### src/rtl/uart_rx_fifo.sv
// UART receiver with 16x oversampling and a 3-sample majority vote, feeding a show-ahead
// FIFO. Each FIFO entry holds the data word plus its parity and framing error flags.
module uart_rx_fifo #(
  parameter int CLK_FREQ   = 100_000_000,
  parameter int BAUD_RATE  = 115200,
  parameter int DATA_BITS  = 8,
  parameter int PARITY     = 0,
  parameter int STOP_BITS  = 1,
  parameter int FIFO_DEPTH = 16
) (
  input  logic                        clk,
  input  logic                        rst_n,
  input  logic                        rx,
  output logic [DATA_BITS-1:0]        m_data,
  output logic                        m_frame_err,
  output logic                        m_parity_err,
  output logic                        m_valid,
  input  logic                        m_ready,
  output logic [$clog2(FIFO_DEPTH):0] fifo_count,
  output logic                        overrun,
  output logic                        break_det,
  output logic                        busy
);
  localparam int OS_DIV = CLK_FREQ / (BAUD_RATE * 16);
  localparam int DIV_W  = $clog2(OS_DIV);
  localparam int PTR_W  = $clog2(FIFO_DEPTH);
  localparam int CNT_W  = PTR_W + 1;
  localparam int ENT_W  = DATA_BITS + 2;

  typedef enum logic [2:0] {S_IDLE, S_START, S_DATA, S_PAR, S_STOP, S_BRK} state_t;

  logic rx_meta_q, rx_s_q;
  state_t state_q, state_d;
  logic [DIV_W-1:0] div_q, div_d;
  logic [3:0] tick_q, tick_d, bit_q, bit_d;
  logic s7_q, s7_d, s8_q, s8_d;
  logic [DATA_BITS-1:0] shift_q, shift_d;
  logic zero_q, zero_d, brk_q, brk_d, ferr_q, ferr_d, perr_q, perr_d;
  logic brk_det_q, brk_det_d, overrun_q, overrun_d;
  logic tick, decide, bit_end, vote, last_stop, brk_now, frame_err_now, push;

  logic [ENT_W-1:0] mem_q [FIFO_DEPTH];
  logic [PTR_W-1:0] wr_ptr_q, wr_ptr_d, rd_ptr_q, rd_ptr_d;
  logic [CNT_W-1:0] count_q, count_d;
  logic [ENT_W-1:0] wr_data, head;
  logic pop, full, wr_en;

  always_ff @(posedge clk or negedge rst_n) begin
    if (!rst_n) begin
      rx_meta_q <= 1'b1;
      rx_s_q    <= 1'b1;
    end else begin
      rx_meta_q <= rx;
      rx_s_q    <= rx_meta_q;
    end
  end

  // Bit timing: 16 ticks per bit, vote from ticks 7/8/9, decision on tick 9.
  assign tick          = (div_q == DIV_W'(OS_DIV - 1));
  assign decide        = tick && (tick_q == 4'd9);
  assign bit_end       = tick && (tick_q == 4'd15);
  assign vote          = (s7_q & s8_q) | (s7_q & rx_s_q) | (s8_q & rx_s_q);
  assign last_stop     = (bit_q == 4'(STOP_BITS - 1));
  assign brk_now       = (bit_q == 4'd0) ? (zero_q & ~vote) : brk_q;
  assign frame_err_now = ferr_q | ~vote;

  always_comb begin
    state_d = state_q;
    div_d   = div_q;
    tick_d  = tick_q;
    s7_d    = s7_q;
    s8_d    = s8_q;
    bit_d   = bit_q;
    shift_d = shift_q;
    zero_d  = zero_q;
    brk_d   = brk_q;
    ferr_d  = ferr_q;
    perr_d  = perr_q;
    push      = 1'b0;
    brk_det_d = 1'b0;
    if (state_q != S_IDLE) begin
      div_d = tick ? '0 : div_q + DIV_W'(1);
      if (tick) begin
        tick_d = tick_q + 4'd1;
        if (tick_q == 4'd7) s7_d = rx_s_q;
        if (tick_q == 4'd8) s8_d = rx_s_q;
      end
    end
    case (state_q)
      S_IDLE: begin
        div_d  = '0;
        tick_d = '0;
        if (!rx_s_q) begin
          state_d = S_START;
          bit_d   = '0;
          zero_d  = 1'b1;
          brk_d   = 1'b0;
          ferr_d  = 1'b0;
          perr_d  = 1'b0;
        end
      end
      S_START: begin
        if (decide && vote) state_d = S_IDLE;
        else if (bit_end)   state_d = S_DATA;
      end
      S_DATA: begin
        if (decide) begin
          shift_d = {vote, shift_q[DATA_BITS-1:1]};
          zero_d  = zero_q & ~vote;
          bit_d   = bit_q + 4'd1;
        end
        if (bit_end && bit_q == 4'(DATA_BITS)) begin
          bit_d   = '0;
          state_d = (PARITY != 0) ? S_PAR : S_STOP;
        end
      end
      S_PAR: begin
        if (decide) begin
          perr_d = ((^shift_q) ^ vote) != 1'(PARITY == 1);
          zero_d = zero_q & ~vote;
        end
        if (bit_end) state_d = S_STOP;
      end
      S_STOP: begin
        if (decide) begin
          ferr_d = frame_err_now;
          brk_d  = brk_now;
          bit_d  = bit_q + 4'd1;
          if (last_stop) begin
            bit_d = '0;
            if (brk_now) begin
              brk_det_d = 1'b1;
              state_d   = S_BRK;
            end else begin
              push    = 1'b1;
              state_d = S_IDLE;
            end
          end
        end
      end
      S_BRK: begin
        if (decide && vote) state_d = S_IDLE;
      end
      default: state_d = S_IDLE;
    endcase
  end

  always_ff @(posedge clk or negedge rst_n) begin
    if (!rst_n) begin
      state_q   <= S_IDLE;
      div_q     <= '0;
      tick_q    <= '0;
      s7_q      <= 1'b1;
      s8_q      <= 1'b1;
      bit_q     <= '0;
      shift_q   <= '0;
      zero_q    <= 1'b0;
      brk_q     <= 1'b0;
      ferr_q    <= 1'b0;
      perr_q    <= 1'b0;
      brk_det_q <= 1'b0;
      overrun_q <= 1'b0;
      wr_ptr_q  <= '0;
      rd_ptr_q  <= '0;
      count_q   <= '0;
    end else begin
      state_q   <= state_d;
      div_q     <= div_d;
      tick_q    <= tick_d;
      s7_q      <= s7_d;
      s8_q      <= s8_d;
      bit_q     <= bit_d;
      shift_q   <= shift_d;
      zero_q    <= zero_d;
      brk_q     <= brk_d;
      ferr_q    <= ferr_d;
      perr_q    <= perr_d;
      brk_det_q <= brk_det_d;
      overrun_q <= overrun_d;
      wr_ptr_q  <= wr_ptr_d;
      rd_ptr_q  <= rd_ptr_d;
      count_q   <= count_d;
    end
  end

  // A push into a full FIFO is still accepted when the head leaves in the same cycle.
  assign wr_data = {perr_q, frame_err_now, shift_q};
  assign pop     = (count_q != '0) && m_ready;
  assign full    = (count_q == CNT_W'(FIFO_DEPTH));
  assign wr_en   = push && (!full || pop);

  always_comb begin
    wr_ptr_d  = wr_ptr_q + PTR_W'(wr_en);
    rd_ptr_d  = rd_ptr_q + PTR_W'(pop);
    count_d   = count_q + CNT_W'(wr_en) - CNT_W'(pop);
    overrun_d = push && full && !pop;
  end

  always_ff @(posedge clk) begin
    if (wr_en) mem_q[wr_ptr_q] <= wr_data;
  end

  assign head         = mem_q[rd_ptr_q];
  assign m_valid      = (count_q != '0);
  assign m_data       = m_valid ? head[DATA_BITS-1:0] : '0;
  assign m_frame_err  = m_valid & head[DATA_BITS];
  assign m_parity_err = m_valid & head[DATA_BITS+1];
  assign fifo_count   = count_q;
  assign overrun      = overrun_q;
  assign break_det    = brk_det_q;
  assign busy         = (state_q != S_IDLE);

endmodule

### config.mk
export PLATFORM = sky130hd
export DESIGN_NAME = uart_rx_fifo
export DESIGN_NICKNAME = d
export VERILOG_FILES = /design/src/rtl/uart_rx_fifo.sv
export SDC_FILE = /design/constraint.sdc
export NUM_CORES = 1
export LEC_CHECK = 0
export BUFFER_PORTS_ARGS = -buffer_cell sky130_fd_sc_hd__buf_2
export CORE_MARGIN = 2
export CORE_UTILIZATION = 51
export CTS_CLUSTER_DIAMETER = 120
export DETAILED_ROUTE_END_ITERATION = 10
export PLACE_DENSITY_LB_ADDON = 0.12
export SYNTH_ARGS = -nofsm -noshare
export SYNTH_HDL_FRONTEND = slang
export SYNTH_SLANG_ARGS = --single-unit
### constraint.sdc
create_clock -name clk -period 9.3 [get_ports clk]
set_clock_uncertainty 0.1 [all_clocks]
set_input_delay 1.395 -clock clk [delete_from_list [all_inputs] [get_ports clk]]
set_output_delay 1.395 -clock clk [all_outputs]
set_load 0.05 [all_outputs]
==> flow_summary_export.csv, run 1 <==
group,metric,value,unit
placement,numPortBuffers,22,
finish,instances_no_fill,793,
synth,ys_ff_latch,208,
synth,synth_cells,516,
clock_tree,cts_resized,0,
clock_tree,post_cts_buffers,0,
setup_path,cpPeakStageDelay,670,ps
drt,drc,0,
sta,setup_viol,0,
sta,rsz0062_at_grt,"false",
synth,ys_async_sr_fraction,23.1,%
hold_path,hold_class,"reg2reg",
finish,diodes,0,
sta,hold_viol_final,0,
clock_tree,clock-sinks,208,
hold_path,holdPathEnd,"rx_s_q",
drt,dr.pass1.iters,5,
hold_path,worstHoldStart,"rx_meta_q",
finish,area_delta_synth_final,13.4,%
sta,relSlewSlack,25.7,%
clock_tree,clk_pin_slew,60,ps
setup_path,timing.critical_path.buf_inv,2,
drt,via_per_inst,5.75,
drt,wl_per_cell,21.7,um
grt,grt_max_degree,49,
drt,drt_iter0_markers,486,
synth,syn_area_per_cell,16.9,sq um
floorplanning,die_x,135,um
clock_tree,clock_path_buffers,3,
grt,grt_pass1_wl,27000,um
setup_path,rr_startpoint,"fifo_count[3]",
setup_path,crit_slowest_cell,"buf_4",
power_and_ir_drop,ir_worst_vdd,0.167,mV
floorplanning,num_io_pins,23,
sta,fin_setup_tns,0,ps
synth,netlist_area,8720,sq um
clock_tree,cts-buffers-inserted,22,
drt,postRouteAntennaNets,0,
setup_path,cp_common_cell,"mux4_2",
run,cap_violations,0,
setup_path,crit_fanout,44,
hold_path,hold_depth,0,
setup_path,critPathTopFamily,"multiplexers",
power_and_ir_drop,total_power,2610,uW
grt,overflow,0,
setup_path,cp.required,7810,ps
grt,track_usage,20.0,%
floorplanning,rows,47,
placement,place.gp.congestion,0.857,
setup_path,rr_endpoint,"fifo_count[4]",
placement,placed_cell_area,9120,sq um
synth,yosys_warnings,0,
synth,yosysSeqAreaShare,68.9,%
floorplanning,fp.dieH,135,um
placement,place_ws,5200,ps
power_and_ir_drop,p_per_area,264,nW/um^2
drt,routed_wl,17200,um
clock_tree,clk_latency,490,ps
finish,num-nets-final,579,
grt,antenna_found_initial,0,
finish,drive_gt1_share,23.0,%
synth,synthesis.nets,538,
sta,finalCritPeriodShare,48.9,%
floorplanning,core,16600,sq um
sta,fin_ws,4750,ps
drt,vias,4563,
clock_tree,cts_tree,"built",
floorplanning,dieArea,18200,sq um
finish,most-common-layout-cells,"160 x edfxtp_1, 43 x dfrtp_1, 41 x mux4_2",
clock_tree,hold_buffers,0,
grt,first_global_vias,4647,
clock_tree,cts-root-buf,"clkbuf_16",
setup_path,crit_path_end_kind,"output pin",
setup_path,critPathArrivalTime,3050,ps
setup_path,critPathKind,"reg2out",
setup_path,reg2reg_depth,16,
sta,period_minus_slack,4550,ps
placement,dp_hpwl,10100,um
run_status,outcome,"complete, no violations",
finish,fin_area,9890,sq um
setup_path,rrSetupSlack,5580,ps
sta,max_freq,0.220,GHz
finish,final_common_cell,"edfxtp_1",
setup_path,start_kind,"register",
finish,n_fill_cell,1254,
sta,worst-slew-pin-transition,1120,ps
power_and_ir_drop,static-leakage-power,0.00370,uW
synth,synth_cell_types,53,
placement,numPlacedInstances,753,
sta,finalMaxSlewViolations,0,
synth,synth_edf_count,160,
floorplanning,start_util,52.4,%
synth,synth_flop_cell,"edfxtp_1",
setup_path,crit_chain,"buf_4 > mux4_2 > mux4_2 > and2_1 > buf_2",
clock_tree,htreeDepth,1,
-- registers in the layout, summed over array words and instances, names as in the netlist, 3 cells and up --
register,cells
wr_ptr_q,4
div_q,6
tick_q,4
shift_q,8
bit_q,4
mem_q,160
rd_ptr_q,4
state_q,3
fifo_count,5
-- final cells by class --
cell class | count | area, sq um | share of cell area, %
flip-flops and latches | 208 | 6010 | 60.8
multi-input cells | 264 | 2510 | 25.4
clock buffers | 24 | 558 | 5.64
well taps | 220 | 275 | 2.78
repair buffers | 40 | 245 | 2.48
clock inverters | 16 | 214 | 2.16
inverters | 21 | 78.8 | 0.797
-- cells in the mapped netlist, drive strengths merged, types with 3 or more instances --
library cell / instances / area (sq um)
o21bai: 3 / 22.5
a211oi: 3 / 22.5
nand3b: 3 / 22.5
dfstp: 4 / 105
o31ai: 3 / 22.5
dfrtp: 44 / 1100
xor2: 8 / 70.1
xnor2: 17 / 149
nand4: 3 / 18.8
nand3: 8 / 40.0
o22ai: 4 / 25.0
o32ai: 4 / 35.0
buf: 11 / 77.6
or3b: 3 / 26.3
ha: 17 / 213
a21oi: 8 / 40.0
edfxtp: 160 / 4800
mux2i: 12 / 120
nand2b: 7 / 43.8
o221ai: 4 / 35.0
inv: 21 / 78.8
mux4: 41 / 923
clkbuf: 12 / 45.0
and2: 9 / 56.3
nand2: 16 / 60.1
nor3: 10 / 50.1
nor2: 29 / 109
o21ai: 13 / 65.1
mux2: 9 / 101
a31oi: 3 / 18.8
nor4: 3 / 18.8
nor3b: 3 / 22.5
-- layer usage --
layer	routed length [um]	vias to the layer above	track usage, %
met5	0	-	0
met4	370	0	4.68
met3	774	32	2.89
met2	8790	108	34.9
met1	7270	2334	26.8
li1	-	2089	-
-- how the worst max path moves through the flow --
stage / startpoint / end / depth (start not counted)
after global placement: rd_ptr_q[0] / m_data[2] / 5
after CTS: rd_ptr_q[0] / m_data[2] / 5
after floorplan: rd_ptr_q[0] / m_data[7] / 7
after global routing: rd_ptr_q[0] / m_data[2] / 5
final: rd_ptr_q[0] / m_data[2] / 5
after detailed placement: rd_ptr_q[0] / m_data[2] / 5
-- power breakdown --
group	internal (uW)	switching (uW)	leakage, uW
Sequential	1010	52.0	0.00223
Combinational	254	370	0.00109
Clock	573	348	0.000379
Total	1840	770	0.00370
-- per-stage QoR --
stage,hold WS (ps),utilization [%]
CTS,255,59.4
floorplan,245,-
detailed placement,247,54.8
global route,265,59.4
global placement,248,54.8
finish,255,59.4
-- cell families after synthesis --
kind of cell               after synthesis  share of synthesized area, %
AOI/OAI and AO/OA                       54                          4.15
buffers and inverters                   44                          2.31
DFF                                    208                          68.9
muxes                                   62                          13.1
adders and majority gates               19                          2.78
xor gates and xnor gates                25                          2.51
and+or+nand+nor                        104                          6.21
No activity file was read; power rests on OpenSTA's default activity.
==> inputs of run 2 (changes only) <==
--- a/config.mk
+++ b/config.mk
@@ -5,6 +5,7 @@
 export SDC_FILE = /design/constraint.sdc
 export NUM_CORES = 1
 export LEC_CHECK = 0
+export ABC_AREA = 1
 export BUFFER_PORTS_ARGS = -buffer_cell sky130_fd_sc_hd__buf_2
 export CORE_MARGIN = 2
 export CORE_UTILIZATION = 51
==> constraint.sdc (replaced) <==
create_clock -name clk -period 4 [get_ports clk]
set_clock_uncertainty 0.1 [all_clocks]
set_input_delay 0.6 -clock clk [delete_from_list [all_inputs] [get_ports clk]]
set_output_delay 0.6 -clock clk [all_outputs]
set_load 0.05 [all_outputs]
==> flow_summary_export.csv, run 2 <==
group,metric,value,unit
sta,max_freq,0.291,GHz
synth,synth_common_cells,"223 x nand2_1, 160 x edfxtp_1, 80 x nand3_1",
clock_tree,clock-sinks,208,
grt,grt_pass1_wl,31000,um
setup_path,critPathKind,"reg2out",
setup_path,critPathArrivalTime,2740,ps
setup_path,crit_chain,"clkinv_1 > buf_4 > a21oi_1 > o31ai_1 > a21oi_1 > buf_2",
drt,drc,0,
sta,finalCritPeriodShare,85.9,%
placement,dp_hpwl,12100,um
synth,synth_flop_cell,"edfxtp_1",
finish,final_common_cell,"nand2_1",
grt,antenna_found_initial,0,
floorplanning,die_x,137,um
sta,finalMaxSlewViolations,0,
sta,relSlewSlack,36.4,%
clock_tree,clk_latency,480,ps
synth,syn_area_per_cell,10.9,sq um
synth,synth_top_area_share,53.5,%
clock_tree,cts-root-buf,"clkbuf_16",
floorplanning,start_util,52.1,%
run,cap_violations,0,
placement,numPortBuffers,22,
synth,synth_area_leaders,"edfxtp_1 53%, dfrtp_1 12%, nand2_1 9.3%",
synth,yosysSeqAreaShare,66.9,%
floorplanning,dieArea,18700,sq um
power_and_ir_drop,p_per_area,614,nW/um^2
floorplanning,fp.dieH,137,um
synth,synth_edf_count,160,
finish,drive_gt1_share,11.2,%
synth,synthesis.nets,844,
sta,fin_setup_tns,0,ps
sta,setup_viol,0,
finish,diodes,0,
power_and_ir_drop,ir_worst_vdd,0.568,mV
grt,track_usage,21.9,%
sta,hold_viol_final,0,
synth,yosys_warnings,0,
grt,overflow,0,
drt,routed_wl,19600,um
setup_path,crit_slowest_cell,"dfrtp_1",
floorplanning,num_io_pins,23,
setup_path,timing.critical_path.buf_inv,3,
floorplanning,rows,48,
drt,via_per_inst,5.41,
setup_path,critPathTopFamily,"buffers and inverters",
placement,place.gp.congestion,0.813,
hold_path,hold_class,"in2reg",
drt,postRouteAntennaNets,0,
synth,ys_async_sr_fraction,23.1,%
power_and_ir_drop,total_power,6180,uW
power_and_ir_drop,static-leakage-power,0.00416,uW
synth,netlist_area,8980,sq um
synth,synth_cells,822,
sta,rsz0062_at_grt,"false",
floorplanning,core,17200,sq um
sta,period_minus_slack,3440,ps
clock_tree,cts-buffers-inserted,21,
drt,dr.pass1.iters,5,
setup_path,crit_fanout,16,
finish,area_delta_synth_final,12.1,%
synth,yosysMostFrequentCell,"nand2_1",
setup_path,start_kind,"register",
finish,reg_top3,"mem_q x160, shift_q x8, div_q x6",
finish,regMostFlops,"mem_q",
drt,drt_iter0_markers,524,
sta,worst-slew-pin-transition,950,ps
drt,vias,5935,
finish,largest_register_ffs,160,
clock_tree,htreeDepth,1,
clock_tree,clock_path_buffers,3,
setup_path,cp.required,3300,ps
clock_tree,clk_pin_slew,60,ps
clock_tree,cts_tree,"built",
setup_path,cp_common_cell,"a21oi_1",
finish,n_fill_cell,1418,
synth,yosysTopAreaCell,"edfxtp_1",
setup_path,crit_path_end_kind,"output pin",
finish,most-common-layout-cells,"223 x nand2_1, 160 x edfxtp_1, 80 x nand3_1",
setup_path,cpPeakStageDelay,670,ps
synth,synth_cell_types,39,
grt,grt_max_degree,82,
finish,num-nets-final,881,
drt,wl_per_cell,17.9,um
run_status,outcome,"complete, no violations",
synth,ys_ff_latch,208,
grt,first_global_vias,5741,
[run 2: changes by cell type after synthesis, sizes merged, moves of 9 or more]
cell | previous run | this run
nand2 | 16 | 226
nand3 | 8 | 81
mux4 | 41 | 0
nor2 | 29 | 70
a21oi | 8 | 39
inv | 21 | 51
o21ai | 13 | 41
xnor2 | 17 | 6
and2 | 9 | 0
mux2 | 9 | 0
mux2i | 12 | 3
[run 2: final cells by class]
type | instances | area, sq um | share of cell area, %
clock inverters | 12 | 87.6 | 0.870
clock buffers | 25 | 551 | 5.47
repair buffers | 43 | 283 | 2.81
inverters | 52 | 195 | 1.94
well taps | 225 | 282 | 2.80
multi-input cells | 533 | 2660 | 26.4
flip-flops and latches | 208 | 6010 | 59.7
[run 2: through the flow]
step                      worst slack (ps)  hold WS, ps  util, %  cells  area, sq um
final                                  564          113     58.4   1098        10100
after global routing                   408          101     58.4   1098        10100
after CTS                              565         96.7     58.4   1098        10100
after detailed placement               948          252     54.7   1060         9420
after global placement                1050          253     54.7   1060         9420
after floorplan                        724          204        -    822         8980
[run 2: path summary, 6_finish.rpt]
kind / from / slack, ps / to / depth (start not counted)
setup / recovery: rd_ptr_q[2] / 560 / m_data[5] / 6
hold / removal: rx / 110 / rx_meta_q / 1
setup reg to reg: tick_q[1] / 940 / fifo_count[4] / 14
hold reg to reg: rx_meta_q / 260 / rx_s_q / 0
max in group asynchronous: rst_n / 2460 / s7_q / 3
min in group asynchronous: rst_n / 530 / fifo_count[2] / 2
[run 2: power by group]
part	switching [uW]	leakage [uW]	internal (uW)	total (uW)
combinational	1440	0.00147	491	1940
clock	768	0.000314	1050	1810
sequential	71.8	0.00237	2360	2430
total	2280	0.00416	3890	6180
[run 2: worst reg2reg max path, cell delays in order, from the launching register on]
cell and delay, ps:
dfrtp_1 400, inv_1 100, ha_1 150, inv_1 40, nor2_1 200, nand2_2 160
nor3b_4 370, nand2_1 130, ha_1 290, inv_1 60, ha_1 150, inv_1 50
fa_1 380, o21ai_0 220, xor2_1 190
[run 2: cell families after synthesis]
| group | share of synthesized area [%] |
|---|---|
| adder cells (fa/ha/maj) | 2.59 |
| flip-flops | 66.9 |
| XOR/XNOR | 1.56 |
| multiplexers | 0.334 |
| buffers and inverters | 3.48 |
| AND/OR/NAND/NOR | 19.1 |
| AO/OA/AOI/OAI | 6.07 |
[run 2: timing repair]
| action | CTS | global route |
|---|---|---|
| hold buffers | 1 | 0 |
| gates resized for setup | 0 | 0 |
| setup buffers | 0 | 0 |
| endpoints found under the hold margin | 3 | 0 |
[run 2: layer usage]
metal	wire length, um	part of all wire, %	track usage (%)
met4	558	2.8	6.66
met2	9360	48	35.7
met3	977	5.0	3.52
met5	0	0	0
met1	8730	44	30.5
